$ cat src/rtl/mem_arb_pkg.sv
// Shared types and constants for the unified I/D memory port arbiter.
package mem_arb_pkg;

  typedef enum logic [1:0] {
    ST_IDLE = 2'd0,
    ST_BUSY = 2'd1,
    ST_RESP = 2'd2
  } state_e;

  localparam logic OWN_IF = 1'b0;
  localparam logic OWN_D  = 1'b1;

  localparam logic [1:0] SZ_WORD = 2'b00;
  localparam logic [1:0] SZ_BYTE = 2'b01;
  localparam logic [1:0] SZ_HALF = 2'b10;

  // Misaligned halfword/word accesses and the unused size code are rejected.
  function automatic logic size_err(input logic [1:0] size, input logic [1:0] a_lo);
    case (size)
      SZ_WORD: return (a_lo != 2'b00);
      SZ_HALF: return a_lo[0];
      SZ_BYTE: return 1'b0;
      default: return 1'b1;
    endcase
  endfunction

endpackage

$ cat src/rtl/arb_starve_ctr.sv
// Saturating count of consecutive data grants taken while a fetch was waiting.
module arb_starve_ctr #(
  parameter int MAX = 4
) (
  input  logic clk,
  input  logic rst,
  input  logic inc,
  input  logic clr,
  output logic at_max
);

  localparam int W = $clog2(MAX + 1);

  logic [W-1:0] r_cnt;

  always_ff @(posedge clk) begin
    if (rst || clr)
      r_cnt <= '0;
    else if (inc && (r_cnt != W'(MAX)))
      r_cnt <= r_cnt + 1'b1;
  end

  assign at_max = (r_cnt == W'(MAX));

endmodule

$ cat src/rtl/mem_port_arbiter.sv
// Request/grant arbiter for the single-ported unified memory: data has priority,
// a streak counter forces a fetch after STARVE_MAX data grants.
module mem_port_arbiter
  import mem_arb_pkg::*;
#(
  parameter int ADDR_W     = 32,
  parameter int DATA_W     = 32,
  parameter int MEM_LAT    = 1,
  parameter int STARVE_MAX = 4
) (
  input  logic              clk,
  input  logic              rst,
  input  logic              if_req,
  input  logic [ADDR_W-1:0] if_addr,
  output logic              if_gnt,
  output logic              if_rvalid,
  output logic [DATA_W-1:0] if_rdata,
  input  logic              d_req,
  input  logic              d_we,
  input  logic [1:0]        d_size,
  input  logic [ADDR_W-1:0] d_addr,
  input  logic [DATA_W-1:0] d_wdata,
  output logic              d_gnt,
  output logic              d_rvalid,
  output logic [DATA_W-1:0] d_rdata,
  output logic              d_err,
  output logic [ADDR_W-1:0] mem_addr,
  output logic              mem_read,
  output logic              mem_write,
  output logic              mem_half,
  output logic              mem_byte,
  output logic [DATA_W-1:0] mem_wdata,
  input  logic [DATA_W-1:0] mem_rdata,
  output logic              busy
);

  localparam int LAT_W = (MEM_LAT > 1) ? $clog2(MEM_LAT) : 1;

  state_e              r_state, w_next;
  logic                r_own, r_we, r_err;
  logic [1:0]          r_size;
  logic [ADDR_W-1:0]   r_addr;
  logic [DATA_W-1:0]   r_wdata, r_rdata;
  logic [LAT_W-1:0]    r_lat_cnt;

  logic w_arb, w_d_win, w_f_win, w_d_err, w_at_max;
  logic w_busy, w_resp, w_last;

  // Arbitration is open in IDLE and RESP so accesses issue back to back.
  assign w_arb   = !rst && (r_state != ST_BUSY);
  assign w_d_win = w_arb && d_req && !(if_req && w_at_max);
  assign w_f_win = w_arb && if_req && !w_d_win;
  assign w_d_err = size_err(d_size, d_addr[1:0]);
  assign w_busy  = (r_state == ST_BUSY);
  assign w_last  = w_busy && (r_lat_cnt == '0);
  assign w_resp  = (r_state == ST_RESP) && !rst;

  assign d_gnt  = w_d_win;
  assign if_gnt = w_f_win;

  arb_starve_ctr #(.MAX(STARVE_MAX)) u_starve (
    .clk    (clk),
    .rst    (rst),
    .inc    (w_d_win && if_req),
    .clr    (w_f_win || (w_d_win && !if_req)),
    .at_max (w_at_max)
  );

  always_comb begin
    w_next = r_state;
    case (r_state)
      ST_IDLE, ST_RESP: begin
        if (w_d_win)
          w_next = w_d_err ? ST_RESP : ST_BUSY;
        else if (w_f_win)
          w_next = ST_BUSY;
        else
          w_next = ST_IDLE;
      end
      ST_BUSY: if (w_last) w_next = ST_RESP;
      default: w_next = ST_IDLE;
    endcase
  end

  always_ff @(posedge clk) begin
    if (rst) r_state <= ST_IDLE;
    else     r_state <= w_next;
  end

  always_ff @(posedge clk) begin
    if (rst) begin
      r_own     <= OWN_IF;
      r_we      <= 1'b0;
      r_err     <= 1'b0;
      r_size    <= SZ_WORD;
      r_addr    <= '0;
      r_wdata   <= '0;
      r_rdata   <= '0;
      r_lat_cnt <= '0;
    end else begin
      if (w_d_win) begin
        r_own   <= OWN_D;
        r_we    <= d_we && !w_d_err;
        r_err   <= w_d_err;
        r_size  <= d_size;
        r_addr  <= d_addr;
        r_wdata <= d_wdata;
      end else if (w_f_win) begin
        r_own   <= OWN_IF;
        r_we    <= 1'b0;
        r_err   <= 1'b0;
        r_size  <= SZ_WORD;
        r_addr  <= if_addr;
        r_wdata <= '0;
      end
      if (w_d_win || w_f_win)
        r_lat_cnt <= LAT_W'(MEM_LAT - 1);
      else if (w_busy && !w_last)
        r_lat_cnt <= r_lat_cnt - 1'b1;
      if (w_last)
        r_rdata <= mem_rdata;
    end
  end

  // Memory command comes only from the latched request, and only while BUSY.
  assign busy      = w_busy;
  assign mem_addr  = w_busy ? r_addr : '0;
  assign mem_read  = w_busy && !r_we;
  assign mem_write = w_busy && r_we;
  assign mem_half  = w_busy && (r_size == SZ_HALF);
  assign mem_byte  = w_busy && (r_size == SZ_BYTE);
  assign mem_wdata = w_busy ? r_wdata : '0;

  assign if_rvalid = w_resp && (r_own == OWN_IF);
  assign if_rdata  = if_rvalid ? r_rdata : '0;
  assign d_rvalid  = w_resp && (r_own == OWN_D);
  assign d_err     = d_rvalid && r_err;
  assign d_rdata   = (d_rvalid && !r_we && !r_err) ? r_rdata : '0;

endmodule

$ cat config.mk
export PLATFORM = sky130hd
export DESIGN_NAME = mem_port_arbiter
export DESIGN_NICKNAME = d
export VERILOG_FILES = /design/src/rtl/mem_arb_pkg.sv /design/src/rtl/arb_starve_ctr.sv /design/src/rtl/mem_port_arbiter.sv
export SDC_FILE = /design/constraint.sdc
export NUM_CORES = 1
export LEC_CHECK = 0
export CAP_MARGIN = 5
export CORE_MARGIN = 2
export CORE_UTILIZATION = 36
export CTS_CLUSTER_DIAMETER = 50
export DETAILED_ROUTE_END_ITERATION = 12
export PLACE_DENSITY = 0.77
export SYNTH_ARGS = -nofsm -noshare
export SYNTH_HDL_FRONTEND = slang
export SYNTH_SLANG_ARGS = --single-unit
$ cat constraint.sdc
create_clock -name clk -period 1.6 [get_ports clk]
set_input_delay 0.32 -clock clk [delete_from_list [all_inputs] [get_ports clk]]
set_output_delay 0.32 -clock clk [all_outputs]
set_load 0.05 [all_outputs]
# Word level (Yosys, flattened, before mapping)
# Index checks and enable logic that the tools add are counted.
[op_classes] n_reduce_logical=39 n_eq_ne=10 addsub=2 mux=20 bitwise_logic=2
[ops] operator="32-bit 2-to-1 mux" count=8
[ops] operator="1-bit logical AND" count=22
[ops] operator="2-bit 2-to-1 mux" count=5
[ops] operator="1-bit logical NOT" count=8
[ops] operator="2-bit by 1-bit == test with 1-bit output (second input constant)" count=3
[ops] operator="2-bit == test (second input constant)" count=3
[ops] operator="1-bit 2-to-1 mux" count=5
[ops] operator="2-bit logical NOT" count=2
[ops] operator="2-bit by 1-bit != test with 1-bit output (second input constant)" count=2
[ops] operator="2-bit case mux with 2 select lines" count=1
[ops] operator="2-bit nonzero test" count=2
[ops] operator="2-bit OR reduction" count=2
[ops] operator="3-bit by 1-bit adder with 3-bit output (second input constant)" count=1
[ops] operator="3-bit == test (second input constant)" count=1
[ops] operator="1-bit logical OR" count=3
[ops] operator="3-bit != test (second input constant)" count=1
[ops] operator="1-bit case mux with 3 select lines" count=1
[ops] operator="1-bit NOT" count=2
[ops] operator="1-bit subtractor (second input constant)" count=1
[word_totals] input_bits=135 output_inout_bits=138 wordCells=83 reg_bits=107

# Logic depth before layout (Yosys ltp)
# Gate-level depths: netlist of run 1.
[logic_depth] ltp_word=9 depth_mapped=8 ltp_nobuf=6

# Cells and area by module
# From an unflattened synthesis of run 1, not the netlist that was laid out.
[hier_totals] cells_unflattened=681 area_unflattened_um2=5296.3
[modules_own_cells] module="mem_port_arbiter" area_per_inst_um2=5108.6 n_inst=1 cells_per_inst=663 seq_area_each_um2=2082.0
[modules_own_cells] module="arb_starve_ctr" area_per_inst_um2=187.7 n_inst=1 cells_per_inst=18 seq_area_each_um2=60.1

# Worst setup path after synthesis of run 1
# OpenSTA, ideal clock, no wires.
[synth_timing] kind="input port to output port" from="in rst" to="out d_rdata[10]" stages=6 arrival_time_ns=2.089 t_required_ns=1.280 setup_slack_ns=-0.809 cell_sequence="clkbuf_1 > nor2_1 > and3_1 > nor3b_2 > clkbuf_1 > and2_1"
[synth_via] elab_chain_cells=6
[synth_rtl] item="start: declaration" line_no="mem_port_arbiter.sv:12" text="input logic rst,"
[synth_rtl] item="1-bit logical NOT" line_no="mem_port_arbiter.sv:56" text="assign w_resp = (r_state == ST_RESP) && !rst;"
[synth_rtl] item="1-bit logical AND" line_no="mem_port_arbiter.sv:56"
[synth_rtl] item="1-bit logical AND" line_no="mem_port_arbiter.sv:136" text="assign d_rvalid = w_resp && (r_own == OWN_D);"
[synth_rtl] item="via d_rvalid" line_no="mem_port_arbiter.sv:24" text="output logic d_rvalid,"
[synth_rtl] item="1-bit logical AND (2 in series)" line_no="mem_port_arbiter.sv:138" text="assign d_rdata = (d_rvalid && !r_we && !r_err) ? r_rdata : '0;"
[synth_rtl] item="32-bit 2-to-1 mux" line_no="mem_port_arbiter.sv:138"
[synth_rtl] item="end: declaration" line_no="mem_port_arbiter.sv:25" text="output logic [DATA_W-1:0] d_rdata,"
# The timed path passes the listed nets, and every way through them passes these cells.

# Worst setup path after layout of run 1
[layout_timing] from="reg r_state[0]" to="out d_rdata[5]"
[layout_via] elab_chain_cells=6
[layout_rtl] item="start: declaration" line_no="mem_port_arbiter.sv:39" text="state_e r_state, w_next;"
[layout_rtl] item="start signal: assignment" line_no="mem_port_arbiter.sv:87" text="else r_state <= w_next;"
[layout_rtl] item="2-bit == test" line_no="mem_port_arbiter.sv:56"
[layout_rtl] item="1-bit logical AND" line_no="mem_port_arbiter.sv:56"
[layout_rtl] item="1-bit logical AND" line_no="mem_port_arbiter.sv:136"
[layout_rtl] item="1-bit logical AND (2 in series)" line_no="mem_port_arbiter.sv:138"
[layout_rtl] item="32-bit 2-to-1 mux" line_no="mem_port_arbiter.sv:138"
# Every way passes these cells.

==> results of run 1 <==
## kinds of logic after synthesis
| group | Yosys count | share of synthesized area, % |
|---|---|---|
| DFF | 107 | 42.6 |
| AOI/OAI and AO/OA | 144 | 18.6 |
| muxes | 1 | 0.224 |
| and+or+nand+nor | 325 | 32.2 |
| adders and majority gates | 2 | 0.498 |
| buffers and inverters | 61 | 5.92 |
## sequential cells by signal (all words and copies together) (netlist names)
name / cells
r_state: 2
u_starve.r_cnt: 3
r_err: 1
r_addr: 32
r_wdata: 32
r_rdata: 32
r_we: 1
r_lat_cnt: 1
r_own: 1
r_size: 2
## synth_stat cells, drive strengths merged
| cell type | number |
|---|---|
| nand4 | 1 |
| mux2 | 1 |
| nand2b | 4 |
| and2 | 132 |
| nor2b | 3 |
| nand3b | 3 |
| nand3 | 3 |
| inv | 3 |
| a21oi | 64 |
| buf | 19 |
| clkbuf | 39 |
| o21ai | 3 |
| dfxtp | 107 |
| a21boi | 1 |
| ha | 2 |
| and3 | 2 |
| nand2 | 96 |
| a211oi | 30 |
| nor3 | 2 |
| nor2 | 75 |
| nor3b | 3 |
| a32oi | 2 |
| o31a | 1 |
| o31ai | 4 |
| a2111o | 1 |
| or3 | 1 |
| a22oi | 38 |
## stage by stage
step           hold WS (ns)  setup TNS, ns  util, %  instance area [um^2]  std cells
6_report              0.406         -56.40     74.3                 10200       1094
5_1_grt               0.427         -74.27     74.3                 10200       1094
4_1_cts               0.390         -58.37     73.9                 10200       1092
3_5_place_dp          0.458         -36.54     71.0                  9780       1070
3_3_place_gp          0.451         -25.84     71.0                  9780       1070
2_1_floorplan         0.440          -8.78        -                  5390        640
## layout make-up
| cell class | instances | share of cell area (%) |
|---|---|---|
| sequential | 107 | 21.0 |
| multi-input combinational | 472 | 28.6 |
| clock buffer | 12 | 2.51 |
| inverter | 3 | 0.134 |
| tap | 180 | 2.20 |
| clock inverter | 4 | 0.232 |
| timing repair buffer | 316 | 45.3 |
## timing repair
| item | CTS | global route |
|---|---|---|
| resized for setup | 13 | 15 |
| cloned | 2 | 0 |
| setup endpoints to repair | 238 | 240 |
| pin swaps | 21 | 8 |
| endpoints found under the hold margin | 0 | 0 |
| setup buffers | 4 | 2 |
## path summary, 6_finish.rpt
check                           startpoint          end  slack (ns)  cells after the start
worst max-delay path            r_state[0]   d_rdata[5]       -0.45                      7
worst min-delay path                   rst   r_state[1]        0.41                      5
worst max register to register  r_state[0]  r_wdata[15]       -0.09                      7
worst min register to register  r_rdata[1]   r_rdata[1]        0.47                      2
## tightest hold or removal path: stages
cell and delay, ns:
buf_4 0.10, nor2_4 0.04, buf_4 0.12, nand3_1 0.06, o21ai_0 0.06
## power groups by stage
stage	sequential (mW)	combinational, mW	clock [mW]
6_report	2.97	1.75	2.14
5_1_grt	2.99	1.88	2.30
4_1_cts	2.96	1.75	2.20
3_5_place_dp	3.02	1.70	0
3_3_place_gp	3.01	1.66	0
2_1_floorplan	2.99	0.857	0
## layer usage
layer | share of wire [%] | up-vias
met5 | 0 | -
met4 | 2.0 | 0
met3 | 9.4 | 27
met2 | 51 | 216
met1 | 38 | 2619
li1 | - | 2663
==> impl_metrics.toml, run 1 <==
[drt]
vias = 5525
drt-pass1-iter-count = 4
post-route-drc-count = 0
vias_per_cell = 5.05
drt-total-wl_um = 18400
wl_per_cell_um = 16.8
drt_iter0_drc = 269
ant_nets = 0

[setup_path]
cp_max_fo = 16
crit_family = "simple AND/OR/NAND/NOR gates"
path_cells = "nor2_4, and3_4, nor3b_4, buf_4, buf_16, and2_4, buf_12"
critPathRequiredTime_ns = 1.28
cpMaxStageDelayCell = "dfxtp_2"
critPathArrivalTime_ns = 1.73
slowest_delay_ns = 0.34
setup.worst_path.start_class = "register"
path_class = "register to output port"
end_kind = "output port"
worst-path-buf-inv = 3

[yosys]
syn_inst = 640
yosys_register_bits = 107
netlist_area_mm2 = 0.00503
synth.avg_cell_area_um2 = 7.86
yosysSeqAreaShare_pct = 42.6
syn_nets = 777
synthesis.yosys.warnings = 0
synth_top_area_cell = "dfxtp_1"
synthDistinctLibCells = 34
synth_area_leaders = "dfxtp_1, and2_1, nand2_1, a21oi_1, a22oi_1"
synth_top_area_share_pct = 42.6

[clock_network]
numCtsBuffers = 9
cts.sink_count = 107
hold_buffers = 0
clockBufferDepth = 2
cts_root_buf = "clkbuf_16"
path_clk_slew_ns = 0.07
clk_latency_ns = 0.35
cts.htree.levels = 3
cts_tree = "done"

[global_routing]
antenna_found_initial = 0
gr-max-usage-layer = "met2"
grtUsageMet1_pct = 26.9
grt_pass1_wl_um = 28700
use_met3_pct = 8.33
grt_pass1_vias = 5469
grt-ovfl-total = 0
grt_use_met2_pct = 43.4
grt_usage_pct = 24.4
grt_max_degree = 101

[floorplan]
num_rows = 43
io_pins = 273
coreArea_mm2 = 0.0138
fp.dieH_um = 122
die-width_um = 122
initial_core_util_pct = 36.5
dieArea_mm2 = 0.0149

[placed_design]
pre_cts_ws_ns = -0.372
dp_hpwl_um = 13100
io_buffer_count = 272
place_congestion = 0.841

[timing]
finalHoldViolCount = 0
clock.fmax_mhz = 489
tightestPinTransition_ns = 0.458
finalMaxSlewViolations = 0
post-route-period-util_pct = 128
fin_ws_ns = -0.446
period_minus_slack_ns = 2.05
rsz0062_at_grt = "yes"
finClkSkew_ns = 0.00758
setup_violations = 233
max-slew-margin-rel_pct = 69.4

[power_and_ir_drop]
ir_worst_vdd_uv = 531
p_leak_nw = 4.05
pwr-share-seq_pct = 43.3
p_int_mw = 4.91
pwr-share-comb_pct = 25.6
power.switching_mw = 1.94
power_per_cell_area_mw_per_mm2 = 670
switching_share_pct = 28.4
clockPowerShare_pct = 31.2
finalPower_mw = 6.86

[final_layout]
regArea_mm2 = 0.00215
area_growth_pct = 104
nets = 1046
final_common_cell = "buf_12"
drive_gt1_share_pct = 38.9
final_cell_mix = "buf_12, clkdlybuf4s50_1, dfxtp_1"
multi_input_comb_area_mm2 = 0.00293
num-fill-cells = 921
antennaDiodeCount = 0

[outcome]
violations = "negative setup slack"
status = "finished, violations left"

[run]
cap_violations = 0

[hold_path]
min_path_type = "primary input to register"
Power figures use the tool's default switching activity.
==> inputs of run 2 (changes only) <==
--- a/config.mk
+++ b/config.mk
@@ -10,7 +10,8 @@
 export CORE_UTILIZATION = 36
 export CTS_CLUSTER_DIAMETER = 50
 export DETAILED_ROUTE_END_ITERATION = 12
-export PLACE_DENSITY = 0.77
+export PLACE_DENSITY_LB_ADDON = 0.25
+export SLEW_MARGIN = 20
 export SYNTH_ARGS = -nofsm -noshare
 export SYNTH_HDL_FRONTEND = slang
 export SYNTH_SLANG_ARGS = --single-unit
==> run 2 against run 1 <==
Effect of this change:
- the run still ends with negative setup slack left
- total power is 14% higher
- global-route usage up 4.0 points
- setup slack got worse by 0.040 ns
- clock skew increased by 0.0034 ns
- sequential cell count unchanged
- hold slack improved by 0.069 ns
- critical path type unchanged
- clock power up 14%
- combinational power increased by 34%
==> impl_metrics.toml, run 2 (same netlist as run 1, synthesis figures left out) <==
[drt]
drt-total-wl_um = 23600
wl_per_cell_um = 20.7
drt_iter0_drc = 462
post-route-drc-count = 0
vias_per_cell = 5.31
vias = 6056
drt-pass1-iter-count = 8
ant_nets = 0

[timing]
finClkSkew_ns = 0.0110
setup_violations = 244
finalMaxSlewViolations = 0
fin_ws_ns = -0.486
clock.fmax_mhz = 479
max-slew-margin-rel_pct = 66.8
post-route-period-util_pct = 130
tightestPinTransition_ns = 0.494
rsz0062_at_grt = "yes"
period_minus_slack_ns = 2.09
finalHoldViolCount = 0

[clock_network]
cts.sink_count = 107
clockBufferDepth = 2
clk_latency_ns = 0.35
cts_root_buf = "clkbuf_16"
cts_tree = "done"
numCtsBuffers = 9
cts.htree.levels = 3
path_clk_slew_ns = 0.07
hold_buffers = 0

[placed_design]
placed_cells = 1077
dp_hpwl_um = 13300
place_congestion = 0.799
pre_cts_ws_ns = -0.346
io_buffer_count = 272

[power_and_ir_drop]
p_leak_nw = 4.54
finalPower_mw = 7.79
clockPowerShare_pct = 31.4
pwr-share-comb_pct = 30.0
ir_worst_vdd_uv = 523
switching_share_pct = 29.3
p_int_mw = 5.51
power_per_cell_area_mw_per_mm2 = 676
pwr-share-seq_pct = 38.6
power.switching_mw = 2.29

[setup_path]
critPathRequiredTime_ns = 1.28
cp_max_fo = 8
slowest_delay_ns = 0.35
setup.worst_path.start_class = "register"
path_cells = "nor2_4, and3_4, nor3b_4, buf_4, buf_6, and2_4, buf_12"
crit_family = "simple AND/OR/NAND/NOR gates"
worst-path-buf-inv = 3
end_kind = "output port"
critPathArrivalTime_ns = 1.77
cpMaxStageDelayCell = "dfxtp_2"
path_class = "register to output port"

[final_layout]
area_growth_pct = 129
final_cell_mix = "buf_12, and2_4, clkdlybuf4s50_1"
antennaDiodeCount = 0
final_common_cell = "buf_12"
drive_gt1_share_pct = 48.2
num-fill-cells = 691
nets = 1093
final_cells = 1141
largest_registers = "r_addr: 32 flops, r_rdata: 32 flops, r_wdata: 32 flops"

[floorplan]
die-width_um = 122
dieArea_mm2 = 0.0149
coreArea_mm2 = 0.0138
fp.dieH_um = 122
initial_core_util_pct = 36.5
num_rows = 43
io_pins = 273

[run]
cap_violations = 0

[hold_path]
min_path_type = "register to register"

[outcome]
violations = "negative setup slack"
status = "finished, violations left"

[global_routing]
grt_max_degree = 41
antenna_found_initial = 0
grt_pass1_vias = 6210
grt-ovfl-total = 0
grt_pass1_wl_um = 32900
grt_usage_pct = 28.4
## run 2: area by class of cell
class	instances	area, um^2	area share [%]
Clock inverter	7	98.8	0.858
Timing Repair inverter	1	16.3	0.141
Inverter	3	18.8	0.163
Multi-Input combinational cell	472	3370	29.2
Sequential cell	107	2140	18.6
Timing Repair Buffer	362	5430	47.1
Tap cell	180	225	1.95
Clock buffer	9	225	1.95
## run 2: power by group through the flow
stage	clock [mW]	combinational, mW	sequential, mW
2_1_floorplan	0	0.857	2.99
3_3_place_gp	0	1.65	3.01
4_1_cts	2.45	2.18	2.99
3_5_place_dp	0	1.70	3.03
6_report	2.44	2.34	3.01
5_1_grt	2.58	2.45	3.02
## run 2: what timing repair did
item / CTS / global route
setup endpoints to repair: 238 / 242
buffers inserted: 21 / 7
gates resized for setup: 164 / 43
pin swaps: 14 / 7
cloned: 17 / 4
## run 2: final timing paths
check / start / end / slack [ns] / cells past startpoint
max: r_state[0] / d_rdata[1] / -0.49 / 7
min: r_rdata[1] / r_rdata[1] / 0.48 / 2
max reg2reg: r_state[0] / r_we / -0.43 / 9
min reg2reg: r_rdata[1] / r_rdata[1] / 0.48 / 2
## run 2: worst reg2reg max path, stage by stage, from the launching register on
cell	delay [ns]
dfxtp_2	0.35
buf_4	0.14
nand2b_4	0.17
inv_8	0.07
buf_6	0.13
or3_4	0.40
buf_4	0.15
buf_12	0.13
a32oi_2	0.25
nor2_1	0.10
## run 2: per-layer routing
layer  share of wire [%]  vias up  track usage [%]
met5                   0        -                0
met4                 2.7        0             11.0
met3                 8.3       50             8.90
met2                  52      306             49.8
met1                  37     2933             32.0
li1                    -     2767                -
## run 2: per-stage QoR
step	utilization (%)	area [um^2]	hold slack [ns]	setup TNS, ns
floorplan	-	5390	0.440	-8.78
global placement	71.1	9790	0.450	-24.81
detailed placement	71.1	9790	0.456	-34.38
CTS	81.4	11200	0.471	-64.13
global route	83.7	11500	0.503	-86.09
finish	83.7	11500	0.475	-75.24
